===== src/rtl/piso_bit_feeder_pkg.sv =====
// Shared constants for the serial feeder and the run-detect FSM it drives.
// Keeping IDLE_BIT here keeps both sides in agreement on the idle line level.
package piso_bit_feeder_pkg;

   localparam logic StIdle  = 1'b0;
   localparam logic StShift = 1'b1;

   localparam int unsigned DEFAULT_WIDTH    = 8;
   localparam bit          DEFAULT_IDLE_BIT = 1'b0;

endpackage


===== src/rtl/piso_bit_feeder.sv =====
// Parallel-in/serial-out bit feeder with a one-word holding slot.
// Emits one bit per clock with no gap between consecutive words.
module piso_bit_feeder
   import piso_bit_feeder_pkg::*;
#(
   parameter int unsigned WIDTH     = DEFAULT_WIDTH,
   parameter bit          MSB_FIRST = 1'b1,
   parameter bit          IDLE_BIT  = DEFAULT_IDLE_BIT
) (
   input  logic             clk,
   input  logic             rst,
   input  logic             in_valid,
   output logic             in_ready,
   input  logic [WIDTH-1:0] in_data,
   output logic             w_out,
   output logic             w_valid,
   output logic             word_done,
   output logic             busy
);

   localparam int unsigned   CW       = (WIDTH > 1) ? $clog2(WIDTH) : 1;
   localparam logic [CW-1:0] LAST_BIT = CW'(WIDTH - 1);

   logic             state_q, state_d;
   logic [WIDTH-1:0] shreg_q, shreg_d;
   logic [CW-1:0]    bitcnt_q, bitcnt_d;
   logic             hold_valid_q, hold_valid_d;
   logic [WIDTH-1:0] hold_data_q, hold_data_d;

   logic             accept;
   logic             last_bit;
   logic [WIDTH-1:0] shreg_shifted;

   assign in_ready = !hold_valid_q;
   assign accept   = in_valid && in_ready;
   assign last_bit = (bitcnt_q == LAST_BIT);

   assign shreg_shifted = MSB_FIRST ? {shreg_q[WIDTH-2:0], 1'b0}
                                    : {1'b0, shreg_q[WIDTH-1:1]};

   always_comb begin
      state_d      = state_q;
      shreg_d      = shreg_q;
      bitcnt_d     = bitcnt_q;
      hold_valid_d = hold_valid_q;
      hold_data_d  = hold_data_q;

      if (state_q == StIdle) begin
         if (accept) begin
            shreg_d  = in_data;
            bitcnt_d = '0;
            state_d  = StShift;
         end
      end else if (!last_bit) begin
         shreg_d  = shreg_shifted;
         bitcnt_d = bitcnt_q + CW'(1);
         if (accept) begin
            hold_data_d  = in_data;
            hold_valid_d = 1'b1;
         end
      end else begin
         // Last bit: reload from hold first, then bypass, so the next word follows with no gap.
         bitcnt_d = '0;
         if (hold_valid_q) begin
            shreg_d      = hold_data_q;
            hold_valid_d = 1'b0;
         end else if (accept) begin
            shreg_d = in_data;
         end else begin
            shreg_d = shreg_shifted;
            state_d = StIdle;
         end
      end
   end

   always_ff @(posedge clk or negedge rst) begin
      if (!rst) begin
         state_q      <= StIdle;
         shreg_q      <= '0;
         bitcnt_q     <= '0;
         hold_valid_q <= 1'b0;
         hold_data_q  <= '0;
      end else begin
         state_q      <= state_d;
         shreg_q      <= shreg_d;
         bitcnt_q     <= bitcnt_d;
         hold_valid_q <= hold_valid_d;
         hold_data_q  <= hold_data_d;
      end
   end

   assign w_valid   = (state_q == StShift);
   assign w_out     = w_valid ? (MSB_FIRST ? shreg_q[WIDTH-1] : shreg_q[0]) : IDLE_BIT;
   assign word_done = w_valid && last_bit;
   assign busy      = w_valid || hold_valid_q;

endmodule


===== config.mk =====
export PLATFORM = sky130hd
export DESIGN_NAME = piso_bit_feeder
export DESIGN_NICKNAME = d
export VERILOG_FILES = /design/src/rtl/piso_bit_feeder_pkg.sv /design/src/rtl/piso_bit_feeder.sv
export SDC_FILE = /design/constraint.sdc
export NUM_CORES = 1
export LEC_CHECK = 0
export BUFFER_PORTS_ARGS = -buffer_cell sky130_fd_sc_hd__buf_2
export CORE_MARGIN = 2
export CORE_UTILIZATION = 50
export CTS_CLUSTER_DIAMETER = 100
export DETAILED_ROUTE_END_ITERATION = 10
export PLACE_DENSITY = 0.83
export RECOVER_POWER = 50
export SETUP_SLACK_MARGIN = 0.5
export SYNTH_ARGS = -nofsm -noshare
export SYNTH_HDL_FRONTEND = slang
export SYNTH_SLANG_ARGS = --single-unit

===== constraint.sdc =====
create_clock -name clk -period 1.6 [get_ports clk]
set_input_delay 0.08 -clock clk [delete_from_list [all_inputs] [get_ports clk]]
set_output_delay 0.08 -clock clk [all_outputs]
set_load 0.05 [all_outputs]

==> flow_metrics.tcl <==
set metrics [dict create \
    status "finished, violations left" \
    failed_checks "setup timing" \
    maxSlewHeadroom_pct 22.2 \
    final_hold_viol_count 0 \
    synth-simple-area-share_pct 17.8 \
    die-area_um2 2660 \
    worstHoldPathCells 2 \
    numClockSinks 21 \
    setup_viol 7 \
    r2r_end "hold_data_q[6]" \
    holdWs_ns 0.00215 \
    ioPinCount 16 \
    grt_use_met3_pct 4.31 \
    layout_setup_ws_ns -0.0303 \
    pre_cts_slack_ns -0.0317 \
    cpMostUsedCell "ha_4" \
    syn_nets 118 \
    finalClockSkew_ns 0.0125 \
    synth_compound_area_share_pct 14.3 \
    synth_area_um2 1130 \
    synthMuxAreaShare_pct 13.7 \
    syn_area_per_cell_um2 10.9 \
    drtAntennaViolNets 0 \
    fin_crit_sh_pct 102 \
    critPathLaunchType "flip-flop" \
    synth_top_family_by_area "simple AND/OR/NAND/NOR gates" \
    grt_pass1_wl_um 5490 \
    busiest_layer "met2" \
    final_max_slew_viol_count 0 \
    grt_use_total_pct 28.8 \
    core_area_um2 2170 \
    cts_buffers 3 \
    die_w_um 51.6 \
    insertion_delay_ns 0.33 \
    critPathArrivalTime_ns 1.85 \
    drive_above_1_share_pct 52.4 \
    hp-start "in_data[1]" \
    synthXorXnorAreaFrac_pct 0 \
    gp_congestion 0.732 \
    fin_crit_ns 1.63 \
    endpoint_kind "flip-flop" \
    dp_cells 143 \
    wl_um 3710 \
    grt_pass1_vias 1090 \
    antenna_found_initial 0 \
    hold_class "primary input to flip-flop" \
    critPathBufInv 1 \
    cts_tree "yes" \
    grt_max_degree 22 \
    nNetsFinal 162 \
    min_to "hold_data_q[1]" \
    grt-ovfl-total 0 \
    netlist.area_leader.share_pct 46.4 \
    yosys.cell_types.count 35 \
    path_clk_slew_ns 0.13 \
    path_cells "ha_4 -> ha_4 -> nand2b_4 -> nor2_4 -> buf_6 -> mux2_4" \
    final_cells 175 \
    drtIter0Drc 29 \
    worst_pin_slew_ns 1.17 \
    met1_usage_pct 32.9 \
    cpMaxStageDelayCell "dfrtp_1" \
    port_buffers 15 \
    power_density_nw_per_um2 2120 \
    ys_seq_area_share_pct 46.4 \
    worstSetupPathType "flip-flop to flip-flop" \
    synth_top_area_cell "dfrtp_1" \
    design_area_um2 1740 \
    yosys-top-cells-area "dfrtp_1 (46%), mux2i_1 (4.4%), mux2_1 (4.0%)" \
    r2r_start "bitcnt_q[1]" \
    drc 0 \
    r2r_cells 6 \
    yosysWarnings 0 \
    vdd_ir_drop_max_uv 1560 \
    required_ns 1.82 \
    root_buffer "clkbuf_4" \
    synth_cells 104 \
    max_stage_delay_ns 0.43 \
    dp_hpwl_um 1610 \
    area.growth.synth_to_final_pct 53.9 \
    use_met2_pct 53.0 \
    dieHeight_um 51.6 \
    wire_per_inst_um 21.2 \
    p_leak_nw 0.853 \
    h-tree-depth 1 \
    drv_cap 0 \
    crit_fanout 4 \
    synthAdderAreaFrac_pct 3.31 \
    start_util_pct 52.2 \
    num_rows 17 \
    ys_seq_elements 21 \
    diodes 0 \
    max_freq_ghz 0.613 \
    drt-vias-per-instance 6.19 \
    cts_buffer_depth 2 \
    firstDrtPassIters 4 \
    post_dp_cell_area_um2 1280 \
    worst-r2r-setup-slack_ns -0.03 \
    rsz0062_at_grt "true" \
    vias 1083 \
    path_delay_family "flip-flops" \
    power_mw 3.70 \
]
==> layer usage <==
layer,share of wire (%),up-vias
li1,-,471
met1,39,539
met2,52,60
met3,6.1,13
met4,2.4,0
met5,0,-
==> power by group <==
group | total, mW | switching (mW) | internal [mW]
Combinational | 2.43 | 1.07 | 1.36
Clock | 0.276 | 0.182 | 0.0939
Sequential | 0.986 | 0.207 | 0.779
==> worst register-to-register path: stages (launching register included) <==
cell and delay [ns]:
dfrtp_1 0.43, ha_4 0.20, ha_4 0.16, nand2b_4 0.15, nor2_4 0.15, buf_6 0.15
mux2_4 0.29
==> how the worst max path moves through the flow <==
stage,cells past startpoint,start,endpoint,slack [ns]
6_report,6,bitcnt_q[1],hold_data_q[6],-0.03
5_1_grt,6,bitcnt_q[1],hold_data_q[6],-0.07
4_1_cts,6,bitcnt_q[1],hold_data_q[6],0.02
3_5_place_dp,5,bitcnt_q[0],hold_data_q[0],-0.03
3_3_place_gp,5,bitcnt_q[1],shreg_q[5],-0.002
2_1_floorplan,5,bitcnt_q[0],hold_data_q[2],0.05
==> through the flow <==
stage | setup TNS, ns | util [%]
after floorplan | 0 | -
after global placement | -0.00195 | 59.2
after detailed placement | -0.232 | 59.2
after CTS | 0 | 76.9
after global routing | -0.466 | 80.4
final | -0.124 | 80.4
==> Yosys cell counts, drive strengths merged <==
cell / number
dfrtp: 21
nand2: 11
mux2: 9
a31oi: 6
nand3: 6
o211ai: 6
and4: 5
buf: 5
mux2i: 5
o21ai: 5
ha: 3
inv: 3
and2: 2
clkbuf: 2
nand2b: 2
nor2: 2
a21boi: 1
a21oi: 1
and3: 1
and3b: 1
and4b: 1
nand3b: 1
nor2b: 1
o221a: 1
o22ai: 1
o2bb2ai: 1
o31ai: 1
==> cell usage in the layout, fill, tap and decap left out, types with 2 or more instances in the layout <==
cell / n
dfrtp_1: 19
buf_4: 15
buf_6: 12
nand2_1: 10
mux2_4: 9
buf_2: 9
a31oi_1: 6
mux2i_1: 5
and4_1: 5
nand3_1: 5
o211ai_1: 5
buf_8: 5
ha_4: 3
clkbuf_4: 3
inv_1: 2
and2_4: 2
nand2b_4: 2
o21ai_0: 2
dfrtp_2: 2
buf_12: 2
==> sequential cells by signal, indices dropped and copies added (netlist names) <==
register      cells
hold_data_q       8
bitcnt_q          3
w_valid           1
shreg_q           8
hold_valid_q      1
==> area by class of cell <==
class / count / area (um^2)
tap: 28 / 35.0
sequential: 21 / 528
inverter: 3 / 15.0
clock buffer: 3 / 22.5
timing repair buffer: 46 / 454
fill: 132 / 425
clock inverter: 1 / 5.00
multi-input combinational: 73 / 684
==> kinds of logic (layout without fill, tap and decap cells) <==
kind of cell	after synthesis	in the layout
AND/OR/NAND/NOR	33	33
AO/OA/AOI/OAI	23	23
flip-flops	21	21
multiplexers	14	14
buffers and inverters	10	53
adder cells (fa/ha/maj)	3	3
==> timing repair <==
item                                    4_1_cts  5_1_grt
gates cloned                                  1        0
gates resized for setup                      38       11
hold buffers                                  1        0
endpoints found under the setup margin       25       25
endpoints found under the hold margin        21        0
pin swaps                                    15        7
buffers inserted                             21        5
(Power assumes the default switching activity.)
